==> config.mk <==
export PLATFORM = sky130hd
export DESIGN_NAME = unary_add_driver
export DESIGN_NICKNAME = d
export VERILOG_FILES = /design/src/rtl/unary_add_driver.sv
export SDC_FILE = /design/constraint.sdc
export NUM_CORES = 1
export LEC_CHECK = 0
export CAP_MARGIN = 30
export CELL_PAD_IN_SITES_DETAIL_PLACEMENT = 1
export CELL_PAD_IN_SITES_GLOBAL_PLACEMENT = 1
export CORE_ASPECT_RATIO = 1.1
export CORE_MARGIN = 2
export CORE_UTILIZATION = 38
export CTS_CLUSTER_SIZE = 10
export DETAILED_ROUTE_END_ITERATION = 16
export PLACE_DENSITY_LB_ADDON = 0.1
export SLEW_MARGIN = 15
export SYNTH_ARGS = -nofsm -noshare
export SYNTH_HDL_FRONTEND = slang
export SYNTH_SLANG_ARGS = --single-unit
export TNS_END_PERCENT = 20
==> constraint.sdc <==
create_clock -name clk -period 2.7 [get_ports clk]
set_clock_uncertainty 0.05 [all_clocks]
set_input_delay 0.27 -clock clk [delete_from_list [all_inputs] [get_ports clk]]
set_output_delay 0.27 -clock clk [all_outputs]
set_load 0.01 [all_outputs]
==> src/rtl/unary_add_driver.sv <==
// Converts a binary operand pair into unary streams for a unary adder and collects its result.
// Optional self-check of the drained result is built when UNARY_DRV_CHECK_EN is defined.
module unary_add_driver (
  input  logic       clk,
  input  logic       rst_n,
  input  logic       in_valid,
  output logic       in_ready,
  input  logic [3:0] op_a,
  input  logic [3:0] op_b,
  output logic       en,
  output logic       read_or_write,
  output logic       a_out,
  output logic       b_out,
  input  logic       dout_in,
  input  logic       c_in,
  output logic       res_valid,
  output logic [4:0] res_sum,
  output logic       err
);

  typedef enum logic [2:0] {IDLE, READ, FLUSH, WRITE, DONE} state_t;

  state_t     state;
  logic [3:0] a_q, b_q;
  logic [4:0] step;
  logic [4:0] pulse_cnt;
  logic       carry_sticky;

  logic [3:0] max_ab;
  logic [4:0] step_inc;
  logic       carry_window;
  logic       carry_next;
  logic [4:0] cnt_next;
  logic       write_exit;
  logic [4:0] sum_next;

  assign max_ab   = (a_q > b_q) ? a_q : b_q;
  assign step_inc = step + 5'd1;

  // The adder's carry may trail the last operand pulse into the first WRITE cycle.
  assign carry_window = (state == READ) || (state == FLUSH) ||
                        ((state == WRITE) && (step == 5'd0));
  assign carry_next   = carry_sticky | (carry_window & c_in);

  assign cnt_next   = ((state == WRITE) && dout_in && (pulse_cnt != 5'd16)) ?
                      pulse_cnt + 5'd1 : pulse_cnt;
  // dout is registered in the adder, so the first WRITE cycle is always 0.
  assign write_exit = ((step != 5'd0) && !dout_in) || (step == 5'd16);
  assign sum_next   = {carry_next, cnt_next[3:0]};

  always_ff @(posedge clk or negedge rst_n) begin
    if (!rst_n) begin
      state         <= IDLE;
      a_q           <= '0;
      b_q           <= '0;
      step          <= '0;
      pulse_cnt     <= '0;
      carry_sticky  <= 1'b0;
      in_ready      <= 1'b1;
      en            <= 1'b0;
      read_or_write <= 1'b0;
      a_out         <= 1'b0;
      b_out         <= 1'b0;
      res_valid     <= 1'b0;
      res_sum       <= '0;
    end else begin
      case (state)
        IDLE: begin
          if (in_valid) begin
            a_q           <= op_a;
            b_q           <= op_b;
            carry_sticky  <= 1'b0;
            pulse_cnt     <= '0;
            res_sum       <= '0;
            step          <= '0;
            in_ready      <= 1'b0;
            en            <= 1'b1;
            read_or_write <= 1'b0;
            a_out         <= (op_a != 4'd0);
            b_out         <= (op_b != 4'd0);
            state         <= ((op_a == 4'd0) && (op_b == 4'd0)) ? FLUSH : READ;
          end
        end
        READ: begin
          carry_sticky <= carry_next;
          if (step_inc == {1'b0, max_ab}) begin
            state <= FLUSH;
            step  <= '0;
            a_out <= 1'b0;
            b_out <= 1'b0;
          end else begin
            step  <= step_inc;
            a_out <= (step_inc < {1'b0, a_q});
            b_out <= (step_inc < {1'b0, b_q});
          end
        end
        FLUSH: begin
          carry_sticky <= carry_next;
          if (step == 5'd1) begin
            state         <= WRITE;
            step          <= '0;
            read_or_write <= 1'b1;
          end else begin
            step <= step_inc;
          end
        end
        WRITE: begin
          carry_sticky <= carry_next;
          pulse_cnt    <= cnt_next;
          if (write_exit) begin
            state         <= DONE;
            en            <= 1'b0;
            read_or_write <= 1'b0;
            res_valid     <= 1'b1;
            res_sum       <= sum_next;
          end else begin
            step <= step_inc;
          end
        end
        DONE: begin
          res_valid <= 1'b0;
          in_ready  <= 1'b1;
          state     <= IDLE;
        end
        default: state <= IDLE;
      endcase
    end
  end

`ifdef UNARY_DRV_CHECK_EN
  logic [4:0] expect_sum;
  logic       err_next;

  // A count of 16 means the adder drained more than it can hold.
  assign expect_sum = {1'b0, a_q} + {1'b0, b_q};
  assign err_next   = (sum_next != expect_sum) || cnt_next[4];

  always_ff @(posedge clk or negedge rst_n) begin
    if (!rst_n) begin
      err <= 1'b0;
    end else if ((state == IDLE) && in_valid) begin
      err <= 1'b0;
    end else if ((state == WRITE) && write_exit) begin
      err <= err_next;
    end
  end
`else
  assign err = 1'b0;
`endif

endmodule
* Yosys cells after proc, flatten, opt, wreduce, memory -nomap -nowiden
Cells that the tools add are included.
** Word-level totals
- Register bits :: 33
- Input port bits :: 13
- Output and inout bits :: 12
- Logic and storage cells :: 102
** Cells by class
- Add/sub/neg operators :: 2
- $lt $le $gt $ge :: 3
- Eq/ne operators :: 14
- Multiplexer cells :: 32
- Bitwise logic cells :: 2
- Reductions and logical operators :: 35
** Operator list (count)
- $mux 5 :: 6
- $pmux 5 s2 :: 2
- $pmux 5 s4 :: 1
- $mux 3 :: 4
- $pmux 1 s2 :: 6
- $pmux 3 s4 :: 1
- $reduce_and 2->1 :: 6
- $reduce_bool 4->1 :: 3
- $add 5x1->5 const B :: 2
- $lt 5x4->1 :: 2
- $reduce_bool 2->1 :: 5
- $mux 1 :: 9
- $reduce_and 3->1 :: 3
- $logic_not 4->1 :: 2
- $reduce_and 4->1 :: 2
- $eq 3x2->1 const B :: 2
- $ne 2x1->1 const B :: 3
- $ne 2x2->1 const B :: 3
- $eq 5x1->1 const B :: 1
- $eq 5x4->1 :: 1
- $eq 5x5->1 const B :: 1
- $logic_and 1x1->1 :: 5
- $logic_not 5->1 :: 1
- $ne 5x5->1 const B :: 1
- other kinds (14) :: 16

* Longest topological paths before layout
Gate-level depths: netlist (run 1).
- Depth after elaboration :: 7
- Gate-level depth with buffers :: 10
- Depth with buffers taken out :: 9

* Worst setup path before layout (run 1)
OpenSTA, ideal clock, no wires.
- Path kind :: reg2reg
- From :: register a_q[3]
- To :: register state[1]
- Data arrival time :: 2.395 ns
- Slack :: 0.173 ns
- Stages on the path, launching flop included :: 10
- Cells stage by stage :: dfrtp_1 ha_1 and2_4 and3_4 buf_6 a21oi_4 mux2i_1 nand4_4 or4_1 a31oi_1
** Between the ends
- Cells in the longest elaborated chain, start to end :: 5
** Ends and longest elaborated chain
- start, declared :: RTL line 24 : logic [3:0] a_q, b_q;
- start signal, assigned :: RTL line 70 : a_q <= op_a;
- $gt 4x4->1 :: RTL line 37 : assign max_ab = (a_q > b_q) ? a_q : b_q;
- $mux 4 * :: RTL line 37
- $eq 5x4->1 * :: RTL line 86 : if (step_inc == {1'b0, max_ab}) begin
- $ne 2x1->1 (no source line) *
- $reduce_and 4->1 (no source line) *
- end signal, assigned :: RTL line 81 : state <= ((op_a == 4'd0) && (op_b == 4'd0)) ? FLUSH : READ;
- end, declared :: RTL line 23 : state_t state;
Mark *: on every way between the ends. The rest lies on a longest branch, timed or not.
A chain may end at the register's enable or synchronous reset.

* Worst setup path in the final report (run 1)
Same ends and word-level chain as after synthesis.

==> impl_metrics.yaml, run 1 <==
place:
  dpl.hpwl_um: 4460
  place_congestion: 0.862
  placed_area_um2: 2560
  port_buffers: 23
yosys:
  muxShareOfSynthArea: 0.0273
  synthAdderAreaFrac: 0.0853
  synth_nets: 281
  synth-compound-area-share: 0.215
  async_flop_share: 1.00
  syn_inst: 253
  synth_ff_type: "dfrtp_1"
  synth_edf_count: 0
  synthesis.area_um2: 2200
  yosys.cell_types.count: 51
  yosysSeqAreaShare: 0.376
  syn_avg_cell_area_um2: 8.70
  synth_warnings: 0
  synth_top_family_by_area: "compound AO/OA/AOI/OAI gates"
  yosys.area_share.simple: 0.210
  ys_seq_elements: 33
  synth_xor_area_frac: 0.0239
final_layout:
  fin_util: 0.470
  multi_input_area_um2: 1260
  register_area_um2: 828
  final_common_cell: "nand2_1"
  design_area_um2: 2680
  fillers: 699
  syn2layout_area_growth_pct: 21.5
  layout_common_cells: "nand2_1 (35), dfrtp_1 (31), o21ai_0 (23), clkdlybuf4s50_1 (23)"
  final_nets: 315
  num_antenna_cells: 0
  drive_gt1_frac: 0.125
timing:
  report.final.slew_viol_count: 0
  hold_viol: 0
  worstMarginPinSlew_ns: 0.723
  post-route-min-period_ns: 2.57
  rsz0062_at_grt: "yes"
  final.period_utilization: 0.950
  finalSetupViolCount: 0
  fmax_mhz: 390
  relSlewSlack: 0.514
flow_run:
  maxCapViolCount: 0
critical_path:
  startpoint_type: "flip-flop"
  cp-end-kind: "flip-flop"
  timing.rr.end: "state[1]$_DFFE_PN0P_"
  rr_startpoint: "a_q[3]$_DFFE_PN0P_"
  cp_data_required_time_ns: 2.86
  ff2ff_setup_slack_ns: 0.13
  rr_worst_depth: 9
  arrival_ns: 2.73
  cp_max_fo: 7
  crit_type: "flip-flop to flip-flop"
  cp-startpoint: "a_q[3]$_DFFE_PN0P_"
  timing.critical_path.to: "state[1]$_DFFE_PN0P_"
route:
  firstDrtPassIters: 4
  via_per_inst: 5.39
  antenna_left: 0
  route.vias.total: 1968
  drt_iter0_markers: 83
  avgRoutedWirePerCell_um: 15.8
  wirelength_um: 5780
  drc: 0
floorplan:
  core_um2: 5700
  ios: 25
  die_x_um: 76.6
  die_y_um: 83.8
  rows: 29
  start_util: 0.386
  die-area_um2: 6420
clocking:
  clock_sinks: 33
  ctsHoldBuffers: 0
  htreeDepth: 2
  clk_latency_ns: 0.29
  path_clk_slew_ns: 0.07
  cts_tree: "yes"
  cts_root_buffer: "clkbuf_8"
  clock_tree.buffer_depth: 2
  cts-buffers-inserted: 5
global_routing:
  grt_antenna_before_repair: 0
  grt_max_degree: 34
  grt_pass1_vias: 2009
  grt_pass1_wl_um: 9830
  grtUsageTotal: 0.193
  overflow: 0
pwr:
  vdd_drop_max_mv: 0.544
  leakage_nw: 1.16
  p_per_area_nw_per_um2: 1300
outcome:
  status: "completed"
hold_path:
  hold_path_class: "primary input to asynchronous set/reset pin"
==> state kept, by name, summed over array words and instances, names as in the netlist <==
signal         flops
a_q                4
res_sum            5
a_out              1
b_q                4
b_out              1
state              3
res_valid          1
pulse_cnt          5
in_ready           1
step               5
carry_sticky       1
en                 1
read_or_write      1
==> synthesized netlist by cell type, drive strengths merged (2+ instances only) <==
cell | count | area share
ha | 15 | 0.085
nor4 | 2 | 0.0057
inv | 20 | 0.034
a221oi | 2 | 0.0080
a32o | 2 | 0.0091
nand2 | 35 | 0.060
nand2b | 2 | 0.0057
nand3 | 6 | 0.014
dfrtp | 32 | 0.36
and3 | 3 | 0.011
a21oi | 11 | 0.030
a211oi | 5 | 0.017
o31ai | 10 | 0.034
xnor2 | 3 | 0.012
nor2 | 20 | 0.034
nor2b | 3 | 0.0085
nor3 | 5 | 0.011
or3 | 3 | 0.0085
nand4 | 3 | 0.015
mux2i | 3 | 0.014
o21bai | 2 | 0.0085
a31oi | 2 | 0.0057
or4 | 3 | 0.010
a21boi | 2 | 0.0068
o21ai | 29 | 0.068
mux2 | 2 | 0.014
clkbuf | 6 | 0.010
buf | 4 | 0.017
xor2 | 3 | 0.012
==> routing by layer <==
metal,vias up,global-route usage,part of all wire
met4,0,0.0545,0.014
met2,42,0.356,0.53
li1,968,-,-
met3,7,0.0335,0.023
met5,-,0,0
met1,951,0.228,0.43
==> worst min-delay path by stage <==
stage                           startpoint                      to  slack [ns]  cells past startpoint
floorplan                            rst_n       a_out$_DFFE_PN0P_       -0.08                      0
global placement    res_sum[1]$_DFFE_PN0P_  res_sum[1]$_DFFE_PN0P_        0.41                      2
detailed placement  res_sum[2]$_DFFE_PN0P_  res_sum[2]$_DFFE_PN0P_        0.42                      2
CTS                                  rst_n  res_sum[1]$_DFFE_PN0P_        0.37                      2
global route                         rst_n  res_sum[1]$_DFFE_PN0P_        0.40                      2
finish                               rst_n  res_sum[1]$_DFFE_PN0P_        0.35                      2
==> power breakdown <==
group | switching (mW) | internal (mW) | total, mW
logic | 1.24 | 1.03 | 2.27
registers | 0.179 | 0.667 | 0.847
clock network | 0.190 | 0.179 | 0.369
total | 1.61 | 1.87 | 3.49
==> per-stage QoR <==
step | setup WS, ns | instances | TNS, ns | total power [mW] | hold WS [ns]
floorplan | 0.173 | 253 | 0 | 2.33 | -0.0756
CTS | 0.0415 | 364 | 0 | 3.44 | 0.370
global placement | 0.117 | 356 | 0 | 2.99 | 0.412
detailed placement | 0.0621 | 356 | 0 | 3.04 | 0.418
global route | -0.0145 | 365 | -0.0227 | 3.82 | 0.400
finish | 0.135 | 365 | 0 | 3.49 | 0.352
==> area by class of cell <==
type	instances	area share
clock buffers	6	0.0271
clock inverters	2	0.00374
inverters	20	0.0281
multi-input cells	190	0.470
flip-flops and latches	33	0.310
well taps	77	0.0360
repair buffers	37	0.125
==> kinds of logic (layout without fill, tap and decap cells) <==
family          Yosys count  in the layout
simple gates             91             91
compound gates           72             72
flops                    33             33
buf+inv                  30             65
fa+ha+maj                15             15
xor+xnor                  6              6
mux                       5              5
other cells               1              1
==> worst max-delay path: stages (launching register included) <==
cell and delay [ns]:
dfrtp_1 0.43, ha_1 0.34, and2_4 0.18, and3_4 0.20, a21oi_4 0.19, buf_4 0.16
mux2_4 0.16, nand4_4 0.11, or4_1 0.49, a31oi_1 0.17
==> what timing repair did <==
item	CTS	global route
gates resized for setup	0	5
endpoints found under the setup margin	0	7
buffers inserted	0	1
No activity file was read; power rests on OpenSTA's default activity.
==> run 2, diff against run 1 <==
--- a/config.mk
+++ b/config.mk
@@ -13,6 +13,7 @@
 export CORE_UTILIZATION = 38
 export CTS_CLUSTER_SIZE = 10
 export DETAILED_ROUTE_END_ITERATION = 16
+export MAX_ROUTING_LAYER = met4
 export PLACE_DENSITY_LB_ADDON = 0.1
 export SLEW_MARGIN = 15
 export SYNTH_ARGS = -nofsm -noshare
==> run 2 against run 1 <==
  * Fmax is essentially flat
  * Highest routed layer unchanged
  * Setup slack gained 0.0016 ns
  * Utilization is the same
  * Die area is the same
  * Count of clock-buffer cells in the layout is the same
==> impl_metrics.yaml, run 2 (synthesized netlist as in run 1, its figures left out) <==
critical_path:
  path_delay_family: "simple AND/OR/NAND/NOR gates"
  critPathMaxStageDelay_ns: 0.49
  cp-startpoint: "a_q[3]$_DFFE_PN0P_"
  crit_type: "flip-flop to flip-flop"
  cp_data_required_time_ns: 2.86
  path_buf_inv: 1
  cpMaxStageDelayCell: "or4_1"
  startpoint_type: "flip-flop"
  crit_cells: 9
  ff2ff_setup_slack_ns: 0.14
  rr_worst_depth: 9
  timing.critical_path.to: "state[1]$_DFFE_PN0P_"
  cp-end-kind: "flip-flop"
  cp_max_fo: 7
  rr_startpoint: "a_q[3]$_DFFE_PN0P_"
  arrival_ns: 2.73
  crit_chain: "ha_1 > and2_4 > and3_4 > a21oi_4 > buf_4 > mux2_4 > nand4_4 > or4_1 > a31oi_1"
  timing.rr.end: "state[1]$_DFFE_PN0P_"
clocking:
  cts_root_buffer: "clkbuf_8"
  clk_latency_ns: 0.29
  path_clk_slew_ns: 0.07
  cts-buffers-inserted: 5
  cts_tree: "yes"
  ctsHoldBuffers: 0
  clock_tree.buffer_depth: 2
  htreeDepth: 2
  clock_sinks: 33
final_layout:
  instances_no_fill: 365
  num_antenna_cells: 0
  final_common_cell: "nand2_1"
  syn2layout_area_growth_pct: 21.5
  reg_top3: "pulse_cnt x5, res_sum x5, step x5"
  layout_common_cells: "nand2_1 (35), dfrtp_1 (31), o21ai_0 (23), clkdlybuf4s50_1 (23)"
  drive_gt1_frac: 0.125
  final_nets: 315
  fin_util: 0.470
global_routing:
  grtUsageTotal: 0.198
  grt_antenna_before_repair: 0
  grt_pass1_vias: 2012
  overflow: 0
  grt_max_degree: 34
  grt_pass1_wl_um: 9830
hold_path:
  hold_path_class: "primary input to asynchronous set/reset pin"
floorplan:
  core_um2: 5700
  ios: 25
  rows: 29
  start_util: 0.386
  die_x_um: 76.6
  die_y_um: 83.8
  die-area_um2: 6420
route:
  firstDrtPassIters: 4
  antenna_left: 0
  via_per_inst: 5.38
  drt_iter0_markers: 87
  avgRoutedWirePerCell_um: 15.8
  drc: 0
  wirelength_um: 5760
  route.vias.total: 1964
pwr:
  power.switching_mw: 1.61
  leakage_nw: 1.16
  clkPwrFrac: 0.106
  p_sw_frac: 0.462
  p_int_mw: 1.87
  vdd_drop_max_mv: 0.541
  p_per_area_nw_per_um2: 1300
  p_comb_frac: 0.651
  power_mw: 3.48
  seq_power_share: 0.243
place:
  dpl.hpwl_um: 4460
  port_buffers: 23
  dp.cells: 356
  pre_cts_slack_ns: 0.0621
  place_congestion: 0.876
timing:
  final.period_utilization: 0.949
  fmax_mhz: 390
  post-route-min-period_ns: 2.56
  report.final.slew_viol_count: 0
  setup_ws_ns: 0.137
  worstMarginPinSlew_ns: 0.706
  relSlewSlack: 0.525
  finalSetupViolCount: 0
  hold_viol: 0
  rsz0062_at_grt: "yes"
flow_run:
  maxCapViolCount: 0
outcome:
  status: "completed"
## run 2: metal layers
layer / GRT usage / vias up / part of all wire
li1: - / 969 / -
met2: 0.356 / 39 / 0.53
met5: - / - / 0
met3: 0.0335 / 7 / 0.024
met4: 0.0545 / 0 / 0.014
met1: 0.228 / 949 / 0.43
## run 2: worst min path at each step
stage	depth (start not counted)	slack (ns)	start	end
global placement	2	0.41	res_sum[1]$_DFFE_PN0P_	res_sum[1]$_DFFE_PN0P_
CTS	2	0.37	rst_n	res_sum[1]$_DFFE_PN0P_
detailed placement	2	0.42	res_sum[2]$_DFFE_PN0P_	res_sum[2]$_DFFE_PN0P_
floorplan	0	-0.08	rst_n	a_out$_DFFE_PN0P_
global route	2	0.40	rst_n	res_sum[1]$_DFFE_PN0P_
finish	2	0.35	rst_n	res_sum[1]$_DFFE_PN0P_
## run 2: final cells by class
class | count | area, µm²
clock buffers | 6 | 72.6
clock inverters | 2 | 10.0
fillers | 699 | 3020
inverters | 20 | 75.1
multi-input cells | 190 | 1260
flip-flops and latches | 33 | 828
well taps | 77 | 96.3
repair buffers | 37 | 335
## run 2: worst reg2reg max path, delay by kind of cell (launching register included)
kind	cells	cell delay, ns
and+or+nand+nor	4	0.99
DFF	1	0.43
AOI/OAI and AO/OA	2	0.36
adders and majority gates	1	0.34
buffers and inverters	1	0.16
muxes	1	0.16
## run 2: repair_timing
action / 4_1_cts / 5_1_grt
setup endpoints to repair: 0 / 7
gates resized for setup: 0 / 5
buffers inserted: 0 / 1
## run 2: power groups by stage
stage	registers, mW	clock network [mW]	logic (mW)
2_1_floorplan	0.812	0	1.52
4_1_cts	0.845	0.387	2.20
3_5_place_dp	0.854	0	2.19
5_1_grt	0.879	0.408	2.53
6_report	0.846	0.369	2.27
3_3_place_gp	0.848	0	2.15
## run 2: stage by stage
step                      setup TNS [ns]  hold WS (ns)  cell area [µm²]
after global placement                 0         0.412             2560
after global routing             -0.0227         0.400             2680
final                                  0         0.354             2680
after floorplan                        0       -0.0756             2200
after CTS                              0         0.370             2650
after detailed placement               0         0.418             2560
==> run 3, diff against run 2 <==
--- a/config.mk
+++ b/config.mk
@@ -10,7 +10,8 @@
 export CELL_PAD_IN_SITES_GLOBAL_PLACEMENT = 1
 export CORE_ASPECT_RATIO = 1.1
 export CORE_MARGIN = 2
-export CORE_UTILIZATION = 38
+export CORE_UTILIZATION = 40
+export CTS_BUF_LIST = sky130_fd_sc_hd__clkbuf_8
 export CTS_CLUSTER_SIZE = 10
 export DETAILED_ROUTE_END_ITERATION = 16
 export MAX_ROUTING_LAYER = met4
@@ -19,4 +20,4 @@
 export SYNTH_ARGS = -nofsm -noshare
 export SYNTH_HDL_FRONTEND = slang
 export SYNTH_SLANG_ARGS = --single-unit
-export TNS_END_PERCENT = 20
+export TNS_END_PERCENT = 10
==> run 3 against run 2 <==
  * Total power barely moved
  * Global-route usage rose by 1.4 points
  * Register-to-register slack barely moved
  * Via count fell by 1.1%
  * Fmax fell by 0.14%
  * Worst hold slack improved by 0.00093 ns
  * Non-clock buffer count fell by 2
  * Final cell count fell by 1.1%
  * Largest cell class unchanged
  * Highest routed layer unchanged
==> impl_metrics.yaml, run 3 (synthesized netlist as in run 1, its figures left out) <==
flow_run:
  maxCapViolCount: 0
timing:
  final.period_utilization: 0.951
  worstMarginPinSlew_ns: 0.723
  hold_viol: 0
  relSlewSlack: 0.513
  fmax_mhz: 390
  finalSetupViolCount: 0
  post-route-min-period_ns: 2.57
  report.final.slew_viol_count: 0
clocking:
  cts_root_buffer: "clkbuf_8"
  clk_latency_ns: 0.28
  clock_tree.buffer_depth: 2
  cts_tree: "yes"
  postCtsSetupRepairBufs: 0
  cts-buffers-inserted: 5
  htreeDepth: 2
  path_clk_slew_ns: 0.07
  clock_sinks: 33
critical_path:
  ff2ff_setup_slack_ns: 0.13
  cp-end-kind: "flip-flop"
  crit_chain: "inv_1 > ha_1 > and2_4 > and3_4 > a21oi_4 > mux2i_2 > nand4_4 > or4_1 > a31oi_1"
  critPathMaxStageDelay_ns: 0.49
  arrival_ns: 2.71
  crit_type: "flip-flop to flip-flop"
  cp_data_required_time_ns: 2.85
  cp_max_fo: 7
  cpMaxStageDelayCell: "or4_1"
  startpoint_type: "flip-flop"
place:
  dpl.hpwl_um: 4350
  port_buffers: 23
  placed_area_um2: 2550
  place_congestion: 0.870
  dp.cells: 353
floorplan:
  start_util: 0.411
  die_y_um: 81.8
  core_um2: 5360
  rows: 28
  die-area_um2: 6110
  ios: 25
  die_x_um: 74.7
route:
  antenna_left: 0
  avgRoutedWirePerCell_um: 15.6
  wirelength_um: 5620
  drt_iter0_markers: 127
  via_per_inst: 5.38
  drc: 0
  firstDrtPassIters: 4
  route.vias.total: 1943
hold_path:
  hold_path_class: "primary input to asynchronous set/reset pin"
outcome:
  status: "completed"
final_layout:
  drive_gt1_frac: 0.115
  layout_common_cells: "nand2_1 (35), dfrtp_1 (31), o21ai_0 (23), clkdlybuf4s50_1 (23), inv_1 (22)"
  syn2layout_area_growth_pct: 20.9
  design_area_um2: 2660
  num_antenna_cells: 0
  final_nets: 313
  final_common_cell: "nand2_1"
  instances_no_fill: 361
  fin_util: 0.496
  reg_top3: "pulse_cnt x5, res_sum x5, step x5"
global_routing:
  grt_antenna_before_repair: 0
  grt_pass1_vias: 2043
  grt_pass1_wl_um: 9540
  overflow: 0
  grt_max_degree: 34
  grtUsageTotal: 0.212
pwr:
  p_per_area_nw_per_um2: 1310
  leakage_nw: 1.16
  vdd_drop_max_mv: 0.462
[run 3: changes by cell type in the layout (fill, tap and decap cells not counted)]
cell	delta
buf_4	-2
o41ai_2	+1
inv_1	+2
clkbuf_1	-1
o21ai_2	+1
clkinv_2	-2
o21ai_4	-1
o41ai_1	-1
clkbuf_8	+1
a21oi_1	+1
a21oi_2	-1
[run 3: critical path: cells and delay by family, from the launching register on]
kind	cells	cell delay (ns)
AOI/OAI and AO/OA	2	0.39
and+or+nand+nor	4	0.99
adders and majority gates	1	0.25
buffers and inverters	1	0.11
DFF	1	0.40
muxes	1	0.30
[run 3: where the power goes]
part | internal [mW] | switching, mW
clock network | 0.200 | 0.178
registers | 0.668 | 0.179
logic | 1.02 | 1.24
[run 3: layout make-up]
cell class                 count  area (µm²)
clock buffer                   6        82.6
clock inverter                 2        7.51
fill                         671        2700
inverter                      20        75.1
multi-input combinational    190        1250
sequential                    33         828
tap                           75        93.8
timing repair buffer          35         320
[run 3: path summary, 6_finish.rpt]
check	depth (start not counted)	endpoint	start
max	9	state[1]$_DFFE_PN0P_	b_q[3]$_DFFE_PN0P_
min reg2reg	2	res_sum[1]$_DFFE_PN0P_	res_sum[1]$_DFFE_PN0P_
min in group clk	2	res_sum[1]$_DFFE_PN0P_	res_sum[1]$_DFFE_PN0P_
max reg2reg	9	state[1]$_DFFE_PN0P_	b_q[3]$_DFFE_PN0P_
min	2	res_sum[1]$_DFFE_PN0P_	rst_n
max in group asynchronous	2	in_ready$_DFFE_PN1P_	rst_n
[run 3: what timing repair did]
item	4_1_cts	5_1_grt
setup endpoints to repair	0	3
resized for setup	0	4
hold buffers	0	0
[run 3: layer usage]
metal  share of wire  global-route usage  up-vias
li1                -                   -      965
met4           0.015              0.0589        0
met2            0.53               0.388       33
met3           0.024              0.0380        8
met1            0.43               0.233      937
met5               0                   -        -
[run 3: stage by stage]
| stage | power [mW] | TNS, ns | setup slack (ns) | hold slack (ns) |
|---|---|---|---|---|
| 2_1_floorplan | 2.33 | 0 | 0.173 | -0.0756 |
| 3_3_place_gp | 2.99 | 0 | 0.178 | 0.410 |
| 3_5_place_dp | 3.08 | 0 | 0.131 | 0.417 |
| 4_1_cts | 3.47 | 0 | 0.104 | 0.369 |
| 5_1_grt | 3.82 | -0.0177 | -0.0152 | 0.406 |
| 6_report | 3.48 | 0 | 0.133 | 0.355 |
